<file path="src/rtl/mult_fu_if.sv">
// Shared payload types and the RS/CDB-facing bundle for the pipelined multiply unit.
package mult_fu_pkg;
    localparam int unsigned XLEN          = 32;
    localparam int unsigned PRN_WIDTH     = 6;
    localparam int unsigned ROB_CNT_WIDTH = 5;

    typedef enum logic [1:0] {
        M_MUL    = 2'd0,
        M_MULH   = 2'd1,
        M_MULHSU = 2'd2,
        M_MULHU  = 2'd3
    } mult_func_t;

    typedef struct packed {
        logic                     valid;
        mult_func_t               func;
        logic [XLEN-1:0]          op1;
        logic [XLEN-1:0]          op2;
        logic [PRN_WIDTH-1:0]     dest_prn;
        logic [ROB_CNT_WIDTH-1:0] robn;
    } fu_packet_t;

    typedef struct packed {
        logic                 valid;
        logic [PRN_WIDTH-1:0] dest_prn;
        logic [XLEN-1:0]      value;
    } cdb_packet_t;
endpackage

interface mult_fu_if;
    import mult_fu_pkg::*;

    fu_packet_t               fu_packet;
    logic                     cdb_gnt;
    logic                     squash;
    logic                     avail;
    cdb_packet_t              cdb_req;
    logic [ROB_CNT_WIDTH-1:0] cdb_robn;

    modport master (
        output fu_packet, cdb_gnt, squash,
        input  avail, cdb_req, cdb_robn
    );

    modport slave (
        input  fu_packet, cdb_gnt, squash,
        output avail, cdb_req, cdb_robn
    );
endinterface

</file>
<file path="src/rtl/mult_fu.sv">
// Elastic multi-stage integer multiplier: each stage folds one multiplier chunk into a
// running 64-bit partial sum; the last stage holds the result as a CDB request until granted.
module mult_fu
    import mult_fu_pkg::*;
#(
    parameter int unsigned NUM_STAGES = 4
) (
    input  logic clock,
    input  logic reset,
`ifdef DEBUG_OUT
    output logic [$clog2(NUM_STAGES+1)-1:0] occupancy_out,
`endif
    mult_fu_if.slave fu_if
);

    localparam int unsigned PW    = 2 * XLEN;
    localparam int unsigned CHUNK = PW / NUM_STAGES;
    localparam int unsigned OCC_W = $clog2(NUM_STAGES + 1);
    localparam int unsigned SUM_W = OCC_W + 1;
    localparam int unsigned LAST  = NUM_STAGES - 1;

    logic [NUM_STAGES-1:0]    vld_q, vld_d;
    mult_func_t               func_q   [NUM_STAGES];
    mult_func_t               func_d   [NUM_STAGES];
    logic [PRN_WIDTH-1:0]     dest_q   [NUM_STAGES];
    logic [PRN_WIDTH-1:0]     dest_d   [NUM_STAGES];
    logic [ROB_CNT_WIDTH-1:0] robn_q   [NUM_STAGES];
    logic [ROB_CNT_WIDTH-1:0] robn_d   [NUM_STAGES];
    logic [PW-1:0]            acc_q    [NUM_STAGES];
    logic [PW-1:0]            acc_d    [NUM_STAGES];
    // The output stage never needs the operands again, so they stop one stage early.
    logic [PW-1:0]            mcand_q  [NUM_STAGES-1];
    logic [PW-1:0]            mcand_d  [NUM_STAGES-1];
    logic [PW-1:0]            mplier_q [NUM_STAGES-1];
    logic [PW-1:0]            mplier_d [NUM_STAGES-1];
    logic [OCC_W-1:0]         occ_q, occ_d;

    logic [NUM_STAGES-1:0]    can_acc;
    logic                     retire;
    logic                     op1_sgn, op2_sgn;
    logic [PW-1:0]            op1_ext, op2_ext;
    cdb_packet_t              cdb_c;

    // Operand extension selected by the requested high-half signedness.
    always_comb begin
        op1_sgn = (fu_if.fu_packet.func == M_MULH) || (fu_if.fu_packet.func == M_MULHSU);
        op2_sgn = (fu_if.fu_packet.func == M_MULH);
        op1_ext = op1_sgn ? {{XLEN{fu_if.fu_packet.op1[XLEN-1]}}, fu_if.fu_packet.op1}
                          : {{XLEN{1'b0}}, fu_if.fu_packet.op1};
        op2_ext = op2_sgn ? {{XLEN{fu_if.fu_packet.op2[XLEN-1]}}, fu_if.fu_packet.op2}
                          : {{XLEN{1'b0}}, fu_if.fu_packet.op2};
    end

    always_comb begin
        vld_d    = vld_q;
        func_d   = func_q;
        dest_d   = dest_q;
        robn_d   = robn_q;
        acc_d    = acc_q;
        mcand_d  = mcand_q;
        mplier_d = mplier_q;
        occ_d    = occ_q;
        can_acc  = '0;

        retire        = vld_q[LAST] & fu_if.cdb_gnt;
        can_acc[LAST] = !vld_q[LAST] || fu_if.cdb_gnt;
        for (int i = int'(NUM_STAGES) - 2; i >= 0; i--) begin
            can_acc[i] = !vld_q[i] || can_acc[i+1];
        end

        // Stage i folds chunk i of the multiplier, which sits in the low bits after shifting.
        for (int i = 1; i < int'(NUM_STAGES); i++) begin
            if (can_acc[i]) begin
                vld_d[i] = vld_q[i-1];
                if (vld_q[i-1]) begin
                    func_d[i] = func_q[i-1];
                    dest_d[i] = dest_q[i-1];
                    robn_d[i] = robn_q[i-1];
                    acc_d[i]  = acc_q[i-1]
                              + ((mcand_q[i-1] * PW'(mplier_q[i-1][CHUNK-1:0])) << (i * CHUNK));
                end
            end
        end
        for (int i = 1; i < int'(NUM_STAGES) - 1; i++) begin
            if (can_acc[i] && vld_q[i-1]) begin
                mcand_d[i]  = mcand_q[i-1];
                mplier_d[i] = mplier_q[i-1] >> CHUNK;
            end
        end

        if (can_acc[0]) begin
            vld_d[0] = fu_if.fu_packet.valid;
            if (fu_if.fu_packet.valid) begin
                func_d[0]   = fu_if.fu_packet.func;
                dest_d[0]   = fu_if.fu_packet.dest_prn;
                robn_d[0]   = fu_if.fu_packet.robn;
                mcand_d[0]  = op1_ext;
                mplier_d[0] = op2_ext >> CHUNK;
                acc_d[0]    = op1_ext * PW'(op2_ext[CHUNK-1:0]);
            end
        end

        occ_d = occ_q + OCC_W'(fu_if.fu_packet.valid) - OCC_W'(retire);

        if (fu_if.squash) begin
            vld_d = '0;
            occ_d = '0;
        end
    end

    always_ff @(posedge clock or negedge reset) begin
        if (!reset) begin
            vld_q    <= '0;
            occ_q    <= '0;
            func_q   <= '{default: M_MUL};
            dest_q   <= '{default: '0};
            robn_q   <= '{default: '0};
            acc_q    <= '{default: '0};
            mcand_q  <= '{default: '0};
            mplier_q <= '{default: '0};
        end else begin
            vld_q    <= vld_d;
            occ_q    <= occ_d;
            func_q   <= func_d;
            dest_q   <= dest_d;
            robn_q   <= robn_d;
            acc_q    <= acc_d;
            mcand_q  <= mcand_d;
            mplier_q <= mplier_d;
        end
    end

    // Result view of the output stage; MUL returns the low word, the MULH family the high word.
    always_comb begin
        cdb_c          = '0;
        cdb_c.valid    = vld_q[LAST];
        cdb_c.dest_prn = dest_q[LAST];
        cdb_c.value    = (func_q[LAST] == M_MUL) ? acc_q[LAST][XLEN-1:0] : acc_q[LAST][PW-1:XLEN];
    end

    assign fu_if.cdb_req  = cdb_c;
    assign fu_if.cdb_robn = robn_q[LAST];
    // Credit ignores retirements so RS selection never depends on the grant path.
    assign fu_if.avail    = (SUM_W'(occ_q) + SUM_W'(fu_if.fu_packet.valid)) < SUM_W'(NUM_STAGES);

`ifdef DEBUG_OUT
    assign occupancy_out = occ_q;
`endif

endmodule
</file>
<file path="src/flat_wrapper.sv">
// flat-port wrapper written by rule: the top's interface ports become plain ports
module mult_fu_flat import mult_fu_pkg::*;
#(
    parameter int unsigned NUM_STAGES = 4
)
  (clock, reset, fu_if_fu_packet, fu_if_cdb_gnt, fu_if_squash, fu_if_avail, fu_if_cdb_req, fu_if_cdb_robn);
  mult_fu_if fu_if_i ();
  input  logic clock;
  input  logic reset;
  input wire logic [$bits(fu_if_i.fu_packet)-1:0] fu_if_fu_packet;
  input wire logic [$bits(fu_if_i.cdb_gnt)-1:0] fu_if_cdb_gnt;
  input wire logic [$bits(fu_if_i.squash)-1:0] fu_if_squash;
  output wire logic [$bits(fu_if_i.avail)-1:0] fu_if_avail;
  output wire logic [$bits(fu_if_i.cdb_req)-1:0] fu_if_cdb_req;
  output wire logic [$bits(fu_if_i.cdb_robn)-1:0] fu_if_cdb_robn;
  assign fu_if_i.fu_packet = fu_if_fu_packet;
  assign fu_if_i.cdb_gnt = fu_if_cdb_gnt;
  assign fu_if_i.squash = fu_if_squash;
  assign fu_if_avail = fu_if_i.avail;
  assign fu_if_cdb_req = fu_if_i.cdb_req;
  assign fu_if_cdb_robn = fu_if_i.cdb_robn;
  mult_fu #(.NUM_STAGES(NUM_STAGES)) u_core (.clock(clock), .reset(reset), .fu_if(fu_if_i));
endmodule
</file>
<file path="config.mk">
export PLATFORM = sky130hd
export DESIGN_NAME = mult_fu_flat
export DESIGN_NICKNAME = d
export VERILOG_FILES = /design/src/rtl/mult_fu_if.sv /design/src/rtl/mult_fu.sv /design/src/flat_wrapper.sv
export SDC_FILE = /design/constraint.sdc
export NUM_CORES = 2
export LEC_CHECK = 0
export ABC_AREA = 1
export CORE_MARGIN = 3
export CORE_UTILIZATION = 39
export DETAILED_ROUTE_END_ITERATION = 10
export GPL_ROUTABILITY_DRIVEN = 0
export HOLD_SLACK_MARGIN = 0.12
export MAX_ROUTING_LAYER = met4
export PLACE_DENSITY = 0.62
export SLEW_MARGIN = 20
export SYNTH_ARGS = -nofsm -noshare
export SYNTH_HDL_FRONTEND = slang
export SYNTH_SLANG_ARGS = --single-unit
</file>
<file path="constraint.sdc">
create_clock -name clock -period 11.95 [get_ports clock]
set_input_delay 1.195 -clock clock [delete_from_list [all_inputs] [get_ports clock]]
set_output_delay 1.195 -clock clock [all_outputs]
set_load 0.02 [all_outputs]
</file>
==> results_dict.tcl <==
set metrics [dict create \
    r2r-start "u_core.mcand_q[133]" \
    reg2regPathDepth 32 \
    path_class "flop to flop" \
    crit_path_max_fanout 16 \
    ff2ff_setup_slack_ps 3530 \
    fp.dieW_um 428 \
    netlist_top_cells_area "fa_1 37%, dfrtp_1 15%, nand2_1 14%" \
    fin_crit_ps 8420 \
    synth_top_flop_cell "dfrtp_1" \
    grt_pass1_wl_um 337000 \
    ys_ff_latch 415 \
    ctsLongestPathBuffers 3 \
    slew_headroom_pct 23.6 \
    num_rows 154 \
    worstPathArrival_ps 8940 \
    hold_class "flop to flop" \
    ant_nets 0 \
    maxSlewViolCount 0 \
    worstMarginPinSlew_ps 1140 \
    crit_path_start_kind "flop" \
    synth_most_common_cell "nand2_1" \
    syn-mean-instance-area_sq_um 7.84 \
    syn_area_sq_um 69300 \
    first_pass_iters 7 \
    slowest_delay_ps 570 \
    drtIter0Drc 4757 \
    io_buffers 126 \
    outcome "complete, no violations" \
    synth-edff-count 0 \
    holdBufCountCts 0 \
    finalHoldViolCount 0 \
    cp-end-kind "flop" \
    finalSetupViolCount 0 \
    clock-sinks 415 \
    num_vias 56400 \
    fmax_mhz 119 \
    post_cts_buffers 0 \
    grt_use_total_pct 24.3 \
    antenna_found_initial 4 \
    die_area_sq_um 183000 \
    maxCapViolCount 0 \
    ys_warn_count 0 \
    wire_per_inst_um 19.0 \
    async_flop_share_pct 100 \
    core_area_sq_um 176000 \
    cts_resized 0 \
    rsz0062_at_grt "false" \
    cts-root-buf "clkbuf_16" \
    synth_nets 10600 \
    holdWs_ps 444 \
    syn_inst 8834 \
    nNetsFinal 10500 \
    dp_hpwl_um 168000 \
    first_global_vias 59400 \
    finalCritPeriodShare_pct 70.5 \
    synth_area_leader_cell "fa_1" \
    fin_tns_setup_ps 0 \
    reg2reg_to "u_core.acc_q[172]" \
    drc_errors 0 \
    synth_seq_area_share_pct 15.0 \
    htree_levels 2 \
    clkTransAtPathRegs_ps 70 \
    avgViaCountPerCell 5.07 \
    grt-ovfl-total 0 \
    cts_tree "yes" \
    clk_latency_ps 650 \
    io_pins 127 \
    initial_core_util_pct 39.3 \
    fin_skew_ps 51.3 \
    crit_top_cell "nand2_1" \
    ys_types 58 \
    area_delta_synth_final_pct 7.71 \
    synth_top_area_share_pct 37.0 \
    cp_data_required_time_ps 12470 \
    dieHeight_um 428 \
    cp-startpoint "u_core.mcand_q[133]" \
    drive_gt1_share_pct 3.40 \
    grt_max_degree 161 \
    crit_end "u_core.acc_q[172]" \
    cts_buffers 48 \
    cp_slowest_cell "nor4_1" \
    yosys-top-cells-count "2612 x nand2_1, 2111 x inv_1, 1282 x fa_1" \
    routed_wl_um 212000 \
]
## cell usage in the layout (no fill, tap or decap), types with 14 or more instances in the layout
cell and n:
nand4_1 42, o21bai_1 25, clkdlybuf4s50_1 125, inv_1 2110
o21ai_1 19, a21oi_1 251, dfrtp_1 415, nand3_1 209
xnor2_1 78, nor3_1 37, nand2_1 2611, nand3b_1 14
xor2_1 85, buf_4 99, clkbuf_16 48, a21o_1 28
nor2_1 376, ha_1 367, fa_1 1282, or2_2 21
a31oi_1 61, mux2_2 27, o21ai_0 282
## kinds of logic after synthesis
kind of cell	Yosys count	share of synthesized area, %
and+or+nand+nor	3375	19.3
buffers and inverters	2470	13.5
muxes	27	0.439
DFF	415	15.0
AOI/OAI and AO/OA	735	5.98
adders and majority gates	1649	43.7
xor gates and xnor gates	163	2.06
## per-layer routing
layer	wire [um]	vias to the layer above	GRT usage, %
met1	88700	28100	31.8
met4	9210	0	8.73
met2	98400	2215	38.8
met5	0	-	-
li1	-	25700	-
met3	15700	422	3.15
## final cells by class
cell class                 count  area [sq um]
timing repair buffer         227          2060
tap                         2340          2930
fill                       17700        102000
antenna                        3          7.51
clock inverter                27           434
sequential                   415         10400
inverter                    2119          7960
multi-input combinational   5949         49600
clock buffer                  61          1320
## flip-flops by register name, summed over array words and instances, names as in the netlist
signal,flops
u_core.vld_q,4
u_core.mcand_q,81
u_core.func_q,8
u_core.mplier_q,19
u_core.fu_if.cdb_robn,5
u_core.acc_q,256
u_core.dest_q,18
u_core.fu_if.cdb_req,6
u_core.robn_q,15
u_core.occ_q,3
## how the worst min path moves through the flow
stage               slack, ps               from  cells after the start                end
finish                    440  u_core.dest_q[16]                      2  u_core.dest_q[10]
global route              450              reset                      1    u_core.occ_q[2]
detailed placement        450  u_core.dest_q[16]                      2  u_core.dest_q[10]
CTS                       450  u_core.dest_q[16]                      2  u_core.dest_q[10]
global placement          450    u_core.acc_q[7]                      2    u_core.acc_q[7]
floorplan                 440    u_core.acc_q[0]                      2    u_core.acc_q[0]
## critical path: cells and delay by family (launching register included)
family	cells	cell delay, ps
compound gates	4	1030
xor+xnor	1	190
fa+ha+maj	8	3780
buf+inv	6	610
flops	1	540
simple gates	13	2090
## through the flow
step	setup slack, ps	std cells	area, sq um	util, %
finish	3530	11100	74600	42.3
global route	3240	11100	74600	42.3
CTS	3840	11100	74600	42.3
detailed placement	3810	11000	72900	41.3
global placement	3810	11000	72900	41.3
floorplan	4960	8834	69300	-
Power is left out: the tool's default activity adds up to more than one toggle a clock period on the data nets, which glitch-free logic cannot reach.
